### config.mk
export PLATFORM = sky130hd
export DESIGN_NAME = sync_fsm_param_flat
export DESIGN_NICKNAME = d
export VERILOG_FILES = /design/src/rtl/sync_fsm_param_if.sv /design/src/rtl/sync_fsm_param.sv /design/src/flat_wrapper.sv
export SDC_FILE = /design/constraint.sdc
export NUM_CORES = 1
export LEC_CHECK = 0
export BUFFER_PORTS_ARGS = -buffer_cell sky130_fd_sc_hd__buf_2
export CORE_UTILIZATION = 30
export DETAILED_ROUTE_END_ITERATION = 10
export GPL_TIMING_DRIVEN = 0
export REMOVE_ABC_BUFFERS = 1
export SYNTH_ARGS = -nofsm -noshare
export SYNTH_HDL_FRONTEND = slang
export SYNTH_SLANG_ARGS = --single-unit
### constraint.sdc
create_clock -name Clk -period 5.54 [get_ports Clk]
set_clock_uncertainty 0.15 [all_clocks]
set_input_delay 1.108 -clock Clk [delete_from_list [all_inputs] [get_ports Clk]]
set_output_delay 1.108 -clock Clk [all_outputs]
set_load 0.01 [all_outputs]
### src/rtl/sync_fsm_param_if.sv
// sync_fsm_param_if: PMA code-group input and SUDI/status output bundle for sync_fsm_param
interface sync_fsm_param_if #(
    parameter int CNT_W = 8
);
    logic [9:0]       PUDI;
    logic             PUDI_indicate;
    logic             code_sync_status;
    logic [10:0]      SUDI;
    logic             SUDI_indicate;
    logic [1:0]       sync_state;
    logic [2:0]       bad_level;
    logic [CNT_W-1:0] loss_count;

    modport master (
        output PUDI, PUDI_indicate,
        input  code_sync_status, SUDI, SUDI_indicate, sync_state, bad_level, loss_count
    );

    modport slave (
        input  PUDI, PUDI_indicate,
        output code_sync_status, SUDI, SUDI_indicate, sync_state, bad_level, loss_count
    );
endinterface

### src/rtl/sync_fsm_param.sv
// sync_fsm_param: parametrised 1000BASE-X PCS receive synchronization FSM tagging code groups with rx_even.
// Define SYNC_STATS_EN to add a saturating sync-loss event counter on loss_count.
module sync_fsm_param #(
    parameter int ACQ_COMMAS   = 3,
    parameter int GOOD_RUN     = 4,
    parameter int LOSS_STRIKES = 3,
    parameter int CNT_W        = 8
) (
    input  logic            Clk,
    input  logic            mr_main_reset,
    sync_fsm_param_if.slave bus
);
    typedef enum logic [1:0] {
        LOSS_OF_SYNC  = 2'd0,
        COMMA_DETECT  = 2'd1,
        ACQUIRE_SYNC  = 2'd2,
        SYNC_ACQUIRED = 2'd3
    } state_t;

    typedef enum logic [1:0] {CG_COMMA, CG_DATA, CG_INVALID} cg_t;

    // Sub-block validity only; running disparity is not tracked here.
    function automatic cg_t ident_pudi(input logic [9:0] cg);
        logic [2:0] n6;
        logic [2:0] n4;
        logic       six_ok;
        n6 = 3'($countones(cg[9:4]));
        n4 = 3'($countones(cg[3:0]));
        six_ok = n6 == 3'd3 ||
                 (n6 == 3'd4 && cg[9:4] != 6'b111100 && cg[9:4] != 6'b001111) ||
                 (n6 == 3'd2 && cg[9:4] != 6'b000011 && cg[9:4] != 6'b110000);
        return (cg[9:3] == 7'b0011111 || cg[9:3] == 7'b1100000) ? CG_COMMA :
               (six_ok && n4 != 3'd0 && n4 != 3'd4) ? CG_DATA : CG_INVALID;
    endfunction

    state_t     state, state_n;
    logic       rx_even, even_n;
    logic [2:0] comma_cnt, comma_n;
    logic [3:0] good_cnt, good_n;
    logic [2:0] bad_lvl, bad_n;
    cg_t        cls;
    logic       is_comma, is_data, cg_good, cg_bad;

    assign cls      = ident_pudi(bus.PUDI);
    assign is_comma = cls == CG_COMMA;
    assign is_data  = cls == CG_DATA;
    assign cg_good  = bus.PUDI_indicate & ~(cls == CG_INVALID | (is_comma & rx_even));
    assign cg_bad   = bus.PUDI_indicate & ~cg_good;

    always_comb begin
        state_n = state;
        comma_n = comma_cnt;
        good_n  = good_cnt;
        bad_n   = bad_lvl;
        if (bus.PUDI_indicate) begin
            case (state)
                LOSS_OF_SYNC: begin
                    if (is_comma) begin
                        state_n = COMMA_DETECT;
                        comma_n = 3'd1;
                    end
                end
                COMMA_DETECT: begin
                    if (is_data && comma_cnt == 3'(ACQ_COMMAS)) begin
                        state_n = SYNC_ACQUIRED;
                        bad_n   = '0;
                        good_n  = '0;
                    end else if (is_data) begin
                        state_n = ACQUIRE_SYNC;
                    end else begin
                        state_n = LOSS_OF_SYNC;
                        comma_n = '0;
                    end
                end
                ACQUIRE_SYNC: begin
                    if (is_comma && !rx_even) begin
                        state_n = COMMA_DETECT;
                        comma_n = comma_cnt + 3'd1;
                    end else if (cg_bad) begin
                        state_n = LOSS_OF_SYNC;
                        comma_n = '0;
                    end
                end
                SYNC_ACQUIRED: begin
                    if (cg_bad && bad_lvl == 3'(LOSS_STRIKES)) begin
                        state_n = LOSS_OF_SYNC;
                        comma_n = '0;
                        bad_n   = '0;
                        good_n  = '0;
                    end else if (cg_bad) begin
                        bad_n  = bad_lvl + 3'd1;
                        good_n = '0;
                    end else if (bad_lvl != '0 && good_cnt + 4'd1 == 4'(GOOD_RUN)) begin
                        bad_n  = bad_lvl - 3'd1;
                        good_n = '0;
                    end else if (bad_lvl != '0) begin
                        good_n = good_cnt + 4'd1;
                    end
                end
                default: state_n = LOSS_OF_SYNC;
            endcase
        end
        even_n = (state_n == COMMA_DETECT) ? 1'b1 : ~rx_even;
    end

    always_ff @(posedge Clk) begin
        if (mr_main_reset) begin
            state                <= LOSS_OF_SYNC;
            rx_even              <= 1'b0;
            comma_cnt            <= '0;
            good_cnt             <= '0;
            bad_lvl              <= '0;
            bus.SUDI             <= '0;
            bus.SUDI_indicate    <= 1'b0;
            bus.code_sync_status <= 1'b0;
        end else begin
            bus.SUDI_indicate <= bus.PUDI_indicate;
            if (bus.PUDI_indicate) begin
                state                <= state_n;
                rx_even              <= even_n;
                comma_cnt            <= comma_n;
                good_cnt             <= good_n;
                bad_lvl              <= bad_n;
                bus.SUDI             <= {bus.PUDI, even_n};
                bus.code_sync_status <= state_n == SYNC_ACQUIRED;
            end
        end
    end

    assign bus.sync_state = state;
    assign bus.bad_level  = bad_lvl;

`ifdef SYNC_STATS_EN
    logic             loss_evt;
    logic [CNT_W-1:0] loss_cnt;

    assign loss_evt = bus.PUDI_indicate && state == SYNC_ACQUIRED && state_n == LOSS_OF_SYNC;

    always_ff @(posedge Clk) begin
        if (mr_main_reset)
            loss_cnt <= '0;
        else if (loss_evt && !(&loss_cnt))
            loss_cnt <= loss_cnt + 1'b1;
    end

    assign bus.loss_count = loss_cnt;
`else
    assign bus.loss_count = '0;
`endif
endmodule

### src/flat_wrapper.sv
// flat-port wrapper written by rule: the top's interface ports become plain ports
module sync_fsm_param_flat 
#(
    parameter int ACQ_COMMAS   = 3,
    parameter int GOOD_RUN     = 4,
    parameter int LOSS_STRIKES = 3,
    parameter int CNT_W        = 8
)
  (Clk, mr_main_reset, bus_PUDI, bus_PUDI_indicate, bus_code_sync_status, bus_SUDI, bus_SUDI_indicate, bus_sync_state, bus_bad_level, bus_loss_count);
  sync_fsm_param_if #(.CNT_W(CNT_W)) bus_i ();
  input  logic Clk;
  input  logic mr_main_reset;
  input wire logic [$bits(bus_i.PUDI)-1:0] bus_PUDI;
  input wire logic [$bits(bus_i.PUDI_indicate)-1:0] bus_PUDI_indicate;
  output wire logic [$bits(bus_i.code_sync_status)-1:0] bus_code_sync_status;
  output wire logic [$bits(bus_i.SUDI)-1:0] bus_SUDI;
  output wire logic [$bits(bus_i.SUDI_indicate)-1:0] bus_SUDI_indicate;
  output wire logic [$bits(bus_i.sync_state)-1:0] bus_sync_state;
  output wire logic [$bits(bus_i.bad_level)-1:0] bus_bad_level;
  output wire logic [$bits(bus_i.loss_count)-1:0] bus_loss_count;
  assign bus_i.PUDI = bus_PUDI;
  assign bus_i.PUDI_indicate = bus_PUDI_indicate;
  assign bus_code_sync_status = bus_i.code_sync_status;
  assign bus_SUDI = bus_i.SUDI;
  assign bus_SUDI_indicate = bus_i.SUDI_indicate;
  assign bus_sync_state = bus_i.sync_state;
  assign bus_bad_level = bus_i.bad_level;
  assign bus_loss_count = bus_i.loss_count;
  sync_fsm_param #(.ACQ_COMMAS(ACQ_COMMAS), .GOOD_RUN(GOOD_RUN), .LOSS_STRIKES(LOSS_STRIKES), .CNT_W(CNT_W)) u_core (.Clk(Clk), .mr_main_reset(mr_main_reset), .bus(bus_i));
endmodule
==> results.md, run 1 <==
* CTS Hold Buffers Added at 0
* DRC viols at 0
* Final slew viol count at 0
* Fraction of layout cells with a size suffix above 1 at between 10% and 20%
* Met3 WL at 177 um
* Max-Cap Viols at 0
* CTS H-tree depth at 1
* Clock Pin Slew Worst Setup and Hold Paths at 90 ps
* Startpoint Class: primary input
* Leakage dissipation at approximately 0.86 nW
* Wl on met1 at 1788 um
* Max Used Layer: met4
* Syn-to-layout area delta at 12.78%
* Clock Tree Buf Depth at 2
* GRT Overall Usage at approximately an eighth
* Clock latency on the worst-skew pair at 270 ps
* Final critical-path share of the clock period at 84.19%
* Post-synthesis sequential area ratio at 29.39%
* Post-CTS setup buffer count at 0
* # IOs at 39
* Aggregate routed wire length at 3651 um
* Multi-input gate area at between 0.001 and 0.0015 mm^2
* Hold_ws at about 320 ps
* WL met2 at between 1500 and 2000 um
* Post-detailed-route via-to-cell ratio at 5.017
* Cts bufs inserted at 3
* Actual slew at the worst max-slew pin at ~730 ps
* Final Setup Violations at 0
* Port bufs at 30
* Hold Crit Class: reg -> reg
* Die area at 0.005981 mm^2
* Post-layout instance area at ~0.0019 mm^2
* Initial DRC count at 54
* CTS tree: done
* WP data required at ~5600 ps
* Placed inst area at approximately 0.0019 mm^2
* Row cnt at 27
* Vias in the first global route at about 1400
* Netlist Area Pre-Place at 0.001703 mm^2
* Post-synth EDFFs at 0
* Fmax at between 0.2 and 0.25 GHz
* Rel. slew slack at between 50 and 60%
* Core area at ~0.0055 mm^2
* Mapped Cells at around 200
* Netlist cell types at 50
* Fillcell total at between 500 and 600
* Root Buffer: clkbuf_8
* Critical path endpoint category: flop
* Syn Area/Cell at a little under 9 um^2
* Pwr dens at 200.2 mW/mm^2
* Setup TNS at 0 ps
* Peak VDD IR at 0.1111 mV
* FF/Latch Area at 500.5 um^2
* Worst Slack Setup Final at just under 900 ps
* Starting Density at around 31%
* DP Worst Slack at a little over 600 ps
* Tot Pwr at a little under 0.0004 W
* Die X-Extent at approximately 77 um
* Flops & latches, synth at 25
* Outcome: completed
* CP max FO at 7
* Die height at 77.34 um
* First-pass GRT wire length at a little over 6000 um
* Async SR Flop Fraction at 0%
* Net count, final at around 250
* Post-CTS sizing at 0
* Vias at 1475
* Initial antenna violation count at 0
* Gr ovfl total at 0
* Largest net degree at the start of global routing at 27
* Ant diodes at 0
* Pre-antenna DRT Iters at 4
* Average wire per cell in the routed design at 12.42 um
* Final min period at 4664 ps
* Ys flop type: dfxtp_1
* Antenna viol nets, final at 0
* DP HPWL at about 2700 um
* Synth warnings at 0
* Unrepaired setup endpoints after global routing: false
* Crit path kind: in -> reg
* RD Place Congestion at 0.8213
* Num Clock Sinks at 25
* Final Hold Fails at 0
* CP arrival at 4700 ps
==> layer usage <==
metal	vias up	global-route usage, %
met2	37	20.62
met4	0	3.019
met3	4	2.588
met1	693	16.96
li1	741	-
met5	-	0
==> synthesized netlist by cell type (all sizes together), types with 3 or more instances <==
cell,number,area (um^2)
clkbuf,5,18.77
ha,14,175.2
nor3,4,20.02
o21ai,8,43.79
nand3,4,20.02
a211oi,3,22.52
nand2,8,30.03
dfxtp,25,500.5
a31oi,3,18.77
nor2,22,82.58
a21oi,8,40.04
fa,3,60.06
or3,6,37.54
mux2i,12,120.1
inv,20,75.07
buf,11,76.31
==> registers in the layout, indices dropped and copies added (netlist names) <==
signal / count
u_core.bus.SUDI: 11
u_core.bus.SUDI_indicate: 1
u_core.bus.bad_level: 3
u_core.bus.code_sync_status: 1
u_core.bus.sync_state: 2
u_core.comma_cnt: 3
u_core.good_cnt: 4
==> cell usage in the layout (no fill, tap or decap), types with 6 or more instances in the layout <==
master    n
or3_1     6
a21oi_1   8
buf_2    30
o21ai_0   7
nor2_1   22
nand2_1   8
mux2i_1  12
inv_1    20
conb_1    8
ha_1     14
dfxtp_1  25
==> path summary, 6_finish.rpt <==
path,from,endpoint,slack (ps),cells after the start
max,bus_PUDI[4],u_core.bus.bad_level[2],880,14
min,u_core.comma_cnt[1],u_core.comma_cnt[1],320,2
max reg2reg,u_core.bus.SUDI[0],u_core.comma_cnt[0],3080,6
min reg2reg,u_core.comma_cnt[1],u_core.comma_cnt[1],320,2
==> layout make-up <==
type	instances	share of cell area (%)
clock buffers	3	2.150
multi-input cells	143	55.11
inverters	20	3.909
well taps	72	4.691
clock inverters	1	0.2606
repair buffers	30	7.818
flip-flops and latches	25	26.06
==> cells by family after synthesis <==
| kind of cell | after synthesis | synth area share, % |
|---|---|---|
| xor+xnor | 4 | 2.939 |
| buf+inv | 36 | 9.992 |
| compound gates | 46 | 20.06 |
| mux | 12 | 7.054 |
| other cells | 1 | 0.2202 |
| simple gates | 56 | 16.53 |
| fa+ha+maj | 17 | 13.81 |
| flops | 25 | 29.39 |
==> worst max-delay path, stage by stage <==
cell      delay (ps)
buf_2            150
ha_1             210
inv_1             70
fa_1             530
inv_1             40
ha_1             300
a211o_1          230
a311o_1          340
a211oi_1         570
nor2_1           130
fa_1             400
a21boi_0         150
or3_1            400
o311ai_1          70
==> report_power, final <==
| group | internal (W) | switching, W |
|---|---|---|
| logic | 0.0000334 | 0.0000522 |
| registers | 0.000185 | 0.00000321 |
| clock network | 0.0000503 | 0.0000603 |
| total | 0.000269 | 0.000116 |
==> through the flow <==
stage / utilization (%) / cells
after floorplan: - / 188
after global placement: 34.25 / 290
after detailed placement: 34.25 / 290
after CTS: 35.09 / 294
after global routing: 35.09 / 294
final: 35.09 / 294
Power figures use the tool's default switching activity.
==> inputs of run 2 (changes only) <==
Settings changed: ABC_AREA set to 1.
Clock period 5.54 ns to 4.8 ns, I/O delays scaled along.
==> run 2 against run 1 <==
Compared with the run above:
- combinational power increased by 12%
- final cell count is 17% higher
- sequential power grew 15%
- sequential share of layout area decreased by 0.50 points
- first-iteration DRC count shrank 20%
- non-clock buffer count unchanged
- hold slack got worse by 14 ps
- flip-flop and latch count unchanged
==> results.md, run 2 <==
* Die height at 77.84 um (+0.64%)
* Die area at 0.006058 mm^2 (+1.3%)
* Post-Synth Adder-Cell Area at 13.63% (-0.18 points)
* Post-synth EDFFs at 0 (unchanged)
* Fmax at about 0.26 GHz
* CTS Hold Buffers Added at 0 (unchanged)
* Simple-gate share of the synthesized area at 29.08% (+13 points)
* Final critical-path share of the clock period at 78.79%
* Synth area leaders: dfxtp_1, nand2_1, ha_1, inv_1, nor2_1
* NetSw at 0.0001336 W (+15%)
* Flops & latches, synth at 25 (unchanged)
* Mapped Cells at 242 (+23%)
* Top cells by count, synth: nand2_1, inv_1, dfxtp_1
* Fraction of layout cells with a size suffix above 1 at 21.03% (+4.8 points)
* Clock Tree Buf Depth at 2 (unchanged)
* Async SR Flop Fraction at 0% (unchanged)
* Fillcell total at 623 (+6.9%)
* Compound-Gate Fraction of Synth Area at 12.33% (-7.7 points)
* Count leader, synth: nand2_1
* Synth area leader: dfxtp_1
* RD Place Congestion at 0.8406 (+2.3%)
* GRT Overall Usage at 12.77% (+0.14 points)
* Netlist Area Pre-Place at 0.001725 mm^2 (+1.3%)
* Clock latency on the worst-skew pair at 270 ps (about the same)
* Synth warnings at 0 (unchanged)
* Tot Pwr at 0.0004403 W (+15%)
* Initial DRC count at 43 (-20%)
* Final min period at around 3800 ps
* FF/Latch Area at 500.5 um^2 (unchanged)
* Largest net degree at the start of global routing at 15 (-44%)
* Core area at 0.005540 mm^2 (+1.2%)
* Startpoint Class: primary input
* Rel. slew slack at 42.15% (-9.5 points)
* Antenna viol nets, final at 0 (unchanged)
* Gr ovfl total at 0 (unchanged)
* Syn-to-layout area delta at 13.49%
* CTS H-tree depth at 1 (unchanged)
* Net count, final at 302 (+19%)
* Final Setup Violations at 0 (unchanged)
* Top cell type's share of synthesized area at 29.01% (-0.38 points)
* Most frequent cells in the layout: nand2_1, inv_1, buf_2, dfxtp_1, nor2_1
* Pre-antenna DRT Iters at 4 (unchanged)
* Worst Slack Setup Final at 1018 ps (+142.5 ps)
* Initial antenna violation count at 0 (unchanged)
* Leakage dissipation at 0.9881 nW (+15%)
* First-pass GRT wire length at 6237 um (+1.5%)
* Ant diodes at 0 (unchanged)
* Row cnt at 27 (unchanged)
* Pint at 0.0003066 W (+14%)
* CTS tree: done
* Actual slew at the worst max-slew pin at 864.5 ps (+139.3 ps)
* Largest family of logic cells by synthesized area: simple AND/OR/NAND/NOR gates
* Aggregate routed wire length at 3419 um (-6.4%)
* CP max FO at 6 (-1)
* Multi-input gate area at 0.001006 mm^2 (-5.0%)
* Commonest non-fill, non-tap cell in the layout: nand2_1
* Cts bufs inserted at 3 (unchanged)
* Crit path kind: in -> reg
* Port bufs at 30 (unchanged)
* Largest register FFs at 11 (unchanged)
* Average wire per cell in the routed design at 9.968 um (-20%)
* Num Clock Sinks at 25 (unchanged)
* Starting Density at 31.14% (about the same)
* Placed inst area at 0.001912 mm^2 (+2.0%)
* Die X-Extent at 77.84 um (+0.64%)
* # IOs at 39 (unchanged)
* Peak VDD IR at 0.1344 mV (+21%)
* DP Worst Slack at 731.9 ps (+109.1 ps)
* Pwr dens at 224.8 mW/mm^2 (+12%)
* Sequential share of power at 49.4% (+0.5 points)
* Most flops, register: u_core.bus.SUDI
* Vias at 1486 (+0.75%)
* Vias in the first global route at 1455 (+7.3%)
* Clock Power Share at 28.9% (about the same)
* Hold Crit Class: reg -> reg
* Unrepaired setup endpoints after global routing: false
* Root Buffer: clkbuf_8
* Final Hold Fails at 0 (unchanged)
* XOR/XNOR Fraction of Synth Area at 1.523% (-1.4 points)
* Post-layout instance area at 0.001958 mm^2 (+2.0%)
* Switch share at 30.35% (+0.25 points)
* Post-synthesis sequential area ratio at 29.01% (-0.38 points)
* Clock Pin Slew Worst Setup and Hold Paths at 90 ps (about the same)
* Critical path endpoint category: flop
* DP HPWL at 2761 um (+0.92%)
* Setup TNS at 0 ps (unchanged)
* Post-detailed-route via-to-cell ratio at 4.332 (-14%)
* Max-Cap Viols at 0 (unchanged)
* Syn Area/Cell at 7.130 um^2 (-18%)
* Post-CTS sizing at 0 (unchanged)
* Logic pwr share at 21.7% (-0.6 points)
* Outcome: completed
* Post-CTS setup buffer count at 0 (unchanged)
* DRC viols at 0 (unchanged)
* Multiplexer share of the synthesized area at 0% (-7.1 points)
* Netlist cell types at 34 (-32%)
* Leading registers by flop count: u_core.bus.SUDI x11, u_core.good_cnt x4
* WP data required at 4870 ps (-700 ps)
* Final slew viol count at 0 (unchanged)
* CP arrival at 3850 ps (-850 ps)
* Ys flop type: dfxtp_1
## run 2: through the flow
step	hold slack [ps]	util (%)	std cells
after global routing	347.0	35.34	343
after detailed placement	288.6	34.51	339
after CTS	308.6	35.34	343
after global placement	286.0	34.51	339
after floorplan	282.7	-	237
final	303.6	35.34	343
## run 2: logic make-up after synthesis
logic type / Yosys count
buffers and inverters: 56
other: 1
adder cells (fa/ha/maj): 17
AO/OA/AOI/OAI: 34
flip-flops: 25
AND/OR/NAND/NOR: 106
XOR/XNOR: 3
## run 2: power by group through the flow
stage | logic, W | registers (W) | clock network [W]
2_1_floorplan | 0.0000636 | 0.000225 | 0
3_3_place_gp | 0.0000944 | 0.000222 | 0
3_5_place_dp | 0.0000970 | 0.000222 | 0
4_1_cts | 0.0000975 | 0.000217 | 0.000132
5_1_grt | 0.000111 | 0.000218 | 0.000141
6_report | 0.0000957 | 0.000217 | 0.000127
## run 2: path summary, 6_finish.rpt
| kind | endpoint | slack [ps] | cells past startpoint | from |
|---|---|---|---|---|
| setup / recovery | u_core.bus.bad_level[2] | 1020 | 19 | bus_PUDI[4] |
| hold / removal | u_core.bus.SUDI[4] | 300 | 2 | u_core.bus.SUDI[4] |
| setup reg to reg | u_core.bus.bad_level[2] | 2950 | 9 | u_core.bus.SUDI[0] |
| hold reg to reg | u_core.bus.SUDI[4] | 300 | 2 | u_core.bus.SUDI[4] |
## run 2: worst max-delay path, cell delays in order
cell     delay [ps]
buf_2           110
ha_1            220
inv_1            80
fa_1            530
inv_1            40
ha_1            300
nor2_1           90
nand2_1          50
inv_1            40
nand3_1          50
nand2_1         120
nand3_4         110
nand2_4         130
inv_1            60
fa_1            370
xor2_1          160
xor2_1          170
o21ai_1         120
o211a_1         140
## run 2: layout make-up
class | instances | share of cell area, %
Clock buffer | 3 | 2.109
Clock inverter | 1 | 0.2556
Inverter | 44 | 8.434
Multi-Input combinational cell | 168 | 51.37
Sequential cell | 25 | 25.56
Tap cell | 72 | 4.601
Timing Repair Buffer | 30 | 7.668
## run 2: per-layer routing
metal	up-vias	part of all wire (%)	GRT usage [%]	routed length, um
met5	-	0	0	0
met4	0	1.2	4.528	40
met3	2	2.9	2.000	100
met2	26	44	20.88	1513
met1	665	52	16.87	1765
li1	793	-	-	-
